<file path="src/rtl/n8_c2_mac_accumulator.sv">
// Saturating signed accumulator for 8-bit multiplier products: sums N_TERMS
// products per batch and offers the result on a valid/ready output handshake.
module n8_c2_mac_accumulator #(
   parameter int N_TERMS = 8,
   parameter int ACC_W   = 10
) (
   input  logic             clock,
   input  logic             reset_,
   input  logic [7:0]       p7_p0,
   input  logic             p_valid,
   output logic             p_ready,
   input  logic             clr,
   output logic [ACC_W-1:0] s_out,
   output logic             s_valid,
   input  logic             s_ready,
   output logic             ovf,
   output logic [3:0]       count,
   output logic             state_dbg
);

   // Handshakes: a product moves on a rising edge with p_valid & p_ready; a
   // result moves on a rising edge with s_valid & s_ready. Neither valid waits
   // on its ready, and clr takes priority over both transfers.
   typedef enum logic {
      ST_ACCUM = 1'b0,
      ST_DONE  = 1'b1
   } state_t;

   localparam logic signed [ACC_W:0] MAX_POS = {2'b00, {(ACC_W-1){1'b1}}};
   localparam logic signed [ACC_W:0] MIN_NEG = {2'b11, {(ACC_W-1){1'b0}}};
   localparam logic [3:0]            LAST_CNT = 4'(N_TERMS - 1);

   state_t             state_q, state_d;
   logic [ACC_W-1:0]   acc_q, acc_d;
   logic               ovf_q, ovf_d;
   logic [3:0]         cnt_q, cnt_d;
   logic signed [ACC_W:0] sum;
   logic               accept;

   assign p_ready = (state_q == ST_ACCUM) && !clr;
   assign accept  = p_valid && p_ready;

   // One guard bit is enough: |acc| <= 2^(ACC_W-1) and |product| <= 128.
   assign sum = $signed({acc_q[ACC_W-1], acc_q})
              + $signed({{(ACC_W-7){p7_p0[7]}}, p7_p0});

   always_comb begin
      state_d = state_q;
      acc_d   = acc_q;
      ovf_d   = ovf_q;
      cnt_d   = cnt_q;
      if (clr) begin
         state_d = ST_ACCUM;
         acc_d   = '0;
         ovf_d   = 1'b0;
         cnt_d   = '0;
      end else if (state_q == ST_DONE) begin
         if (s_ready) begin
            state_d = ST_ACCUM;
            acc_d   = '0;
            ovf_d   = 1'b0;
            cnt_d   = '0;
         end
      end else if (accept) begin
         if (sum > MAX_POS) begin
            acc_d = MAX_POS[ACC_W-1:0];
            ovf_d = 1'b1;
         end else if (sum < MIN_NEG) begin
            acc_d = MIN_NEG[ACC_W-1:0];
            ovf_d = 1'b1;
         end else begin
            acc_d = sum[ACC_W-1:0];
         end
         cnt_d = cnt_q + 4'd1;
         if (cnt_q == LAST_CNT) begin
            state_d = ST_DONE;
         end
      end
   end

   always_ff @(posedge clock or negedge reset_) begin
      if (!reset_) begin
         state_q <= ST_ACCUM;
         acc_q   <= '0;
         ovf_q   <= 1'b0;
         cnt_q   <= '0;
      end else begin
         state_q <= state_d;
         acc_q   <= acc_d;
         ovf_q   <= ovf_d;
         cnt_q   <= cnt_d;
      end
   end

   assign s_out     = acc_q;
   assign s_valid   = (state_q == ST_DONE);
   assign ovf       = ovf_q;
   assign count     = cnt_q;
   assign state_dbg = state_q;

endmodule

</file>
<file path="config.mk">
export PLATFORM = sky130hd
export DESIGN_NAME = n8_c2_mac_accumulator
export DESIGN_NICKNAME = d
export VERILOG_FILES = /design/src/rtl/n8_c2_mac_accumulator.sv
export SDC_FILE = /design/constraint.sdc
export NUM_CORES = 1
export LEC_CHECK = 0
export BUFFER_PORTS_ARGS = -buffer_cell sky130_fd_sc_hd__buf_2
export CELL_PAD_IN_SITES_DETAIL_PLACEMENT = 0
export CELL_PAD_IN_SITES_GLOBAL_PLACEMENT = 1
export CORE_MARGIN = 4
export CORE_UTILIZATION = 39
export CTS_CLUSTER_SIZE = 10
export DETAILED_ROUTE_END_ITERATION = 6
export PLACE_DENSITY_LB_ADDON = 0.1
export SYNTH_ARGS = -nofsm -noshare
export SYNTH_HDL_FRONTEND = slang
export SYNTH_SLANG_ARGS = --single-unit
export TNS_END_PERCENT = 30
</file>
<file path="constraint.sdc">
create_clock -name clock -period 2.85 [get_ports clock]
set_clock_uncertainty 0.2 [all_clocks]
set_input_delay 0.285 -clock clock [delete_from_list [all_inputs] [get_ports clock]]
set_output_delay 0.285 -clock clock [all_outputs]
set_load 0.01 [all_outputs]
</file>
==> results of run 1 <==
==> synth_stat cells, types with 2 or more instances <==
master / n / area share
nand2_1: 18 / 0.055
nor2_1: 18 / 0.055
dfrtp_1: 16 / 0.33
ha_1: 11 / 0.11
a21oi_1: 10 / 0.041
a22oi_1: 5 / 0.030
inv_1: 5 / 0.015
xor2_1: 5 / 0.036
o221ai_1: 4 / 0.028
xnor2_1: 4 / 0.028
a21oi_2: 3 / 0.021
o21ai_0: 3 / 0.012
o21ai_1: 3 / 0.012
a21o_1: 2 / 0.012
buf_4: 2 / 0.012
nand2b_1: 2 / 0.010
nand4_1: 2 / 0.010
nand4b_1: 2 / 0.014
nor2b_1: 2 / 0.010
o211ai_1: 2 / 0.012
==> state kept, by name (all words and copies together), names as in the netlist <==
| name | count |
|---|---|
| s_valid | 1 |
| count | 4 |
| ovf | 1 |
| s_out | 10 |
==> power groups by stage <==
stage,registers [mW],logic [mW],clock network [mW]
6_report,0.346,0.668,0.156
5_1_grt,0.356,0.750,0.172
2_1_floorplan,0.368,0.478,0
3_5_place_dp,0.350,0.666,0
3_3_place_gp,0.346,0.660,0
4_1_cts,0.347,0.670,0.162
==> cells by family after synthesis <==
logic type,Yosys count,synth area share
and+or+nand+nor,52,0.199
AOI/OAI and AO/OA,41,0.247
DFF,16,0.325
adders and majority gates,12,0.128
xor gates and xnor gates,9,0.0640
buffers and inverters,8,0.0366
==> routing by layer <==
| layer | track usage | share of wire |
|---|---|---|
| met1 | 0.202 | 0.47 |
| met2 | 0.241 | 0.47 |
| met3 | 0.0246 | 0.044 |
| met4 | 0.0528 | 0.013 |
| met5 | 0 | 0 |
==> final cells by class <==
type	count	area share
Inverter	5	0.0127
Multi-Input combinational cell	114	0.534
Clock buffer	4	0.0246
Timing Repair Buffer	33	0.120
Sequential cell	16	0.271
Tap cell	44	0.0373
==> critical path, stage by stage (launching register included) <==
cell	delay [ns]
dfrtp_1	0.39
ha_1	0.20
inv_1	0.06
fa_1	0.39
nand2b_1	0.19
a21oi_2	0.25
a21boi_2	0.12
o211ai_1	0.15
o2111ai_4	0.25
a22oi_1	0.26
==> worst max path at each step <==
stage	end	slack, ns
floorplan	s_out[8]$_DFFE_PN0P_	0.50
global route	s_out[8]$_DFFE_PN0P_	0.10
global placement	s_out[8]$_DFFE_PN0P_	0.20
finish	s_out[8]$_DFFE_PN0P_	0.31
CTS	s_out[8]$_DFFE_PN0P_	0.18
detailed placement	s_out[2]$_DFFE_PN0P_	0.21
==> through the flow <==
stage | total power [mW] | cell area [sq um] | setup slack, ns
2_1_floorplan | 0.846 | 1230 | 0.501
3_3_place_gp | 1.01 | 1420 | 0.197
3_5_place_dp | 1.02 | 1420 | 0.210
5_1_grt | 1.28 | 1480 | 0.103
6_report | 1.17 | 1480 | 0.314
4_1_cts | 1.18 | 1470 | 0.180
==> timing repair <==
| action | CTS | global route |
|---|---|---|
| hold endpoints to repair | 18 | 0 |
| gates resized for setup | 0 | 1 |
| hold buffers | 2 | 0 |
| setup endpoints to repair | 0 | 1 |
==> impl_metrics.json, run 1 <==
{
  "avgSynthCellArea_sq_um": 8.92,
  "slew_violations": 0,
  "hold_slack_ns": 0.0970,
  "startpoint": "s_out[0]$_DFFE_PN0P_",
  "grt_setup_unrepaired": "no",
  "grt_pass1_vias": 1099,
  "ioPinCount": 31,
  "drive_gt1_frac": 0.244,
  "sw_frac_of_total": 0.439,
  "clock-sinks": 16,
  "fmax_mhz": 394,
  "synth.distinct_cells": 39,
  "hpwl_microns": 2260,
  "ir_drop_mv": 0.339,
  "setup_viol": 0,
  "grt_start_max_net_pins": 17,
  "p_leak_nw": 0.714,
  "p_comb_frac": 0.571,
  "num_rows": 20,
  "final_common_cell": "buf_2",
  "syn_inst": 138,
  "min_from": "s_ready",
  "core_area_sq_um": 3030,
  "crit_fanout": 9,
  "maxSlewHeadroom": 0.708,
  "dpl.cell_count": 210,
  "layout.nets": 198,
  "ff2ff_setup_slack_ns": 0.31,
  "startpoint_type": "flop",
  "timing.rr.start": "s_out[0]$_DFFE_PN0P_",
  "critPathRequiredTime_ns": 2.86,
  "root_buffer": "clkbuf_4",
  "regArea_sq_um": 400,
  "reg2reg_depth": 9,
  "cts_buffers": 3,
  "layout_common_cells": "30 x buf_2, 18 x nor2_1, 18 x nand2_1",
  "drtIter0Drc": 43,
  "grt_util_all_layers": 0.150,
  "tightestPinTransition_ns": 0.437,
  "hold_viol_final": 0,
  "grt_pass1_wl_microns": 4930,
  "r2r-end": "s_out[8]$_DFFE_PN0P_",
  "clock_latency_ns": 0.29,
  "vias": 1132,
  "first_pass_iters": 4,
  "hold_depth": 3,
  "fin_cells": 216,
  "ys_ff_latch": 16,
  "portBuffers": 30,
  "drt_wl_total_microns": 2970,
  "gp_congestion": 0.702,
  "p_switching_mw": 0.514,
  "cts_max_path_buffers": 2,
  "fp.dieW_microns": 64.2,
  "hold_class": "in2reg",
  "holdPathEnd": "count[2]$_DFFE_PN0P_",
  "area_delta_synth_final_pct": 20.0,
  "synthFlopType": "dfrtp_1",
  "path_clk_slew_ns": 0.10,
  "die_h_microns": 64.2,
  "n_fill_cell": 312,
  "async_reset_ff_frac": 1.00,
  "antenna_found_initial": 0,
  "gr-total-overflow": 0,
  "start_util": 0.407,
  "cp_data_arrival_time_ns": 2.54,
  "crit_type": "reg2reg",
  "num_antenna_cells": 0,
  "outcome": "finished clean",
  "post-cts-setup-buffer-count": 0,
  "postRouteAntennaNets": 0,
  "cts_tree": "yes",
  "intPower_mw": 0.656,
  "synth_warnings": 0,
  "period_share": 0.890,
  "drc_errors": 0,
  "synth-edff-count": 0,
  "synth_area_sq_um": 1230,
  "power.share.clock": 0.133,
  "maxCapViolCount": 0,
  "multi_input_area_sq_um": 790,
  "htreeDepth": 1,
  "wire_per_inst_microns": 13.8,
  "syn-num-nets": 163,
  "setup_tns_ns": 0,
  "p_per_area_nw_per_um2": 792,
  "via_per_inst": 5.24,
  "setup.worst_path.end_class": "flop",
  "fin_util": 0.488,
  "die-area_sq_um": 4120,
  "yosysSeqAreaShare": 0.325,
  "power_frac_seq": 0.296,
  "period_needed_ns": 2.54
}
No activity file was read; power rests on OpenSTA's default activity.
==> run 2, diff against run 1 <==
Settings changed: RECOVER_POWER from default to 50, SLEW_MARGIN from default to 20.
==> run 2 against run 1 <==
Sequential power about the same. Core utilization is 0.37 points lower. Die area is the same. Wire length is 0.10% lower. First-iteration DRC count increased by 63%. Global-route usage unchanged. Design area shrank 0.76%. Sequential cell count unchanged. Non-clock buffer count stayed put. Largest power group unchanged.
==> impl_metrics.json, run 2 (same netlist as run 1, synthesis figures left out) <==
{
  "drtIter0Drc": 70,
  "root_buffer": "clkbuf_4",
  "p_leak_nw": 0.680,
  "r2r-end": "s_out[8]$_DFFE_PN0P_",
  "drive_gt1_frac": 0.192,
  "hold_class": "in2reg",
  "grt_pass1_vias": 1099,
  "layout.nets": 198,
  "clock_latency_ns": 0.29,
  "antenna_found_initial": 0,
  "setup.worst_path.end_class": "flop",
  "path_clk_slew_ns": 0.10,
  "cp.buffers_inverters": 1,
  "grt_setup_unrepaired": "no",
  "num_rows": 20,
  "hpwl_microns": 2260,
  "first_pass_iters": 4,
  "ioPinCount": 31,
  "slowest_delay_ns": 0.40,
  "timing.rr.start": "s_out[0]$_DFFE_PN0P_",
  "p_per_area_nw_per_um2": 792,
  "die-area_sq_um": 4120,
  "htreeDepth": 1,
  "grt_start_max_net_pins": 17,
  "crit_fanout": 9,
  "cts_max_path_buffers": 2,
  "layout_common_cells": "21 x buf_2, 18 x nor2_1, 18 x nand2_1",
  "tightestPinTransition_ns": 0.915,
  "reg2reg_depth": 9,
  "n_fill_cell": 318,
  "maxSlewHeadroom": 0.390,
  "vias": 1135,
  "gr-total-overflow": 0,
  "ir_drop_mv": 0.339,
  "setup_viol": 0,
  "via_per_inst": 5.25,
  "largest_register_ffs": 10,
  "clock-sinks": 16,
  "slew_violations": 0,
  "cts_tree": "yes",
  "crit_family": "compound AO/OA/AOI/OAI gates",
  "postRouteAntennaNets": 0,
  "ff2ff_setup_slack_ns": 0.30,
  "post-cts-setup-buffer-count": 0,
  "hold_depth": 3,
  "cts_buffers": 3,
  "min_from": "s_ready",
  "cp_data_arrival_time_ns": 2.55,
  "finalPower_mw": 1.16,
  "gp_congestion": 0.702,
  "start_util": 0.407,
  "setup_tns_ns": 0,
  "path_cells": "ha_1 -> inv_1 -> fa_1 -> nand2b_1 -> a21oi_2 -> a21boi_2 -> o211ai_1 -> o2111ai_4 -> a22oi_1",
  "grt_pass1_wl_microns": 4930,
  "num_antenna_cells": 0,
  "period_needed_ns": 2.55,
  "core_area_sq_um": 3030,
  "outcome": "finished clean",
  "critPathSlowestCell": "dfrtp_1",
  "maxCapViolCount": 0,
  "hold_viol_final": 0,
  "fmax_mhz": 393,
  "crit_type": "reg2reg",
  "path_depth": 9,
  "portBuffers": 30,
  "drc_errors": 0,
  "grt_util_all_layers": 0.150,
  "multi_input_area_sq_um": 790,
  "drt_wl_total_microns": 2970,
  "wire_per_inst_microns": 13.7,
  "holdPathEnd": "count[2]$_DFFE_PN0P_",
  "final_common_cell": "buf_2",
  "area_delta_synth_final_pct": 19.1,
  "startpoint_type": "flop",
  "critPathRequiredTime_ns": 2.86,
  "period_share": 0.894,
  "die_h_microns": 64.2,
  "fp.dieW_microns": 64.2,
  "regArea_sq_um": 400
}
[run 2: final cells by class]
| cell class | count | area share |
|---|---|---|
| inverters | 5 | 0.0128 |
| clock buffers | 4 | 0.0247 |
| repair buffers | 33 | 0.113 |
| flip-flops and latches | 16 | 0.273 |
| multi-input cells | 114 | 0.538 |
| well taps | 44 | 0.0375 |
[run 2: worst max path at each step]
stage | endpoint | from
final | s_out[8]$_DFFE_PN0P_ | s_out[0]$_DFFE_PN0P_
after CTS | s_out[8]$_DFFE_PN0P_ | s_out[0]$_DFFE_PN0P_
after global routing | s_out[8]$_DFFE_PN0P_ | s_out[0]$_DFFE_PN0P_
after global placement | s_out[8]$_DFFE_PN0P_ | s_out[0]$_DFFE_PN0P_
after detailed placement | s_out[2]$_DFFE_PN0P_ | s_out[0]$_DFFE_PN0P_
after floorplan | s_out[8]$_DFFE_PN0P_ | s_out[0]$_DFFE_PN0P_
[run 2: timing repair]
| item | in CTS | in global routing |
|---|---|---|
| hold endpoints to repair | 18 | 0 |
| gates resized for setup | 0 | 1 |
| setup endpoints to repair | 0 | 1 |
| hold buffers | 2 | 0 |
[run 2: metrics by stage]
stage	std cells	hold slack, ns	instance area (sq um)	util	setup slack [ns]
after floorplan	138	-0.211	1230	-	0.501
after global placement	210	0.0226	1420	0.468	0.197
after detailed placement	210	0.0318	1420	0.468	0.210
after CTS	216	0.0805	1470	0.487	0.180
after global routing	216	0.104	1470	0.484	0.0987
final	216	0.0971	1470	0.484	0.303
[run 2: worst register-to-register path, stage by stage, from the launching register on]
cell	delay, ns
dfrtp_1	0.40
ha_1	0.20
inv_1	0.06
fa_1	0.39
nand2b_1	0.19
a21oi_2	0.25
a21boi_2	0.12
o211ai_1	0.15
o2111ai_4	0.25
a22oi_1	0.26
[run 2: per-layer routing]
metal  part of all wire  global-route usage  up-vias
met5                  0                   0        -
met4              0.013              0.0528        0
met3              0.052              0.0246        4
met2               0.46               0.241       30
met1               0.47               0.202      523
li1                   -                   -      578
[run 2: where the power goes]
part / total [mW] / leakage [nW] / switching (mW) / internal (mW)
registers: 0.348 / 0.214 / 0.0605 / 0.288
clock network: 0.155 / 0.0210 / 0.0775 / 0.0778
logic: 0.658 / 0.445 / 0.377 / 0.280
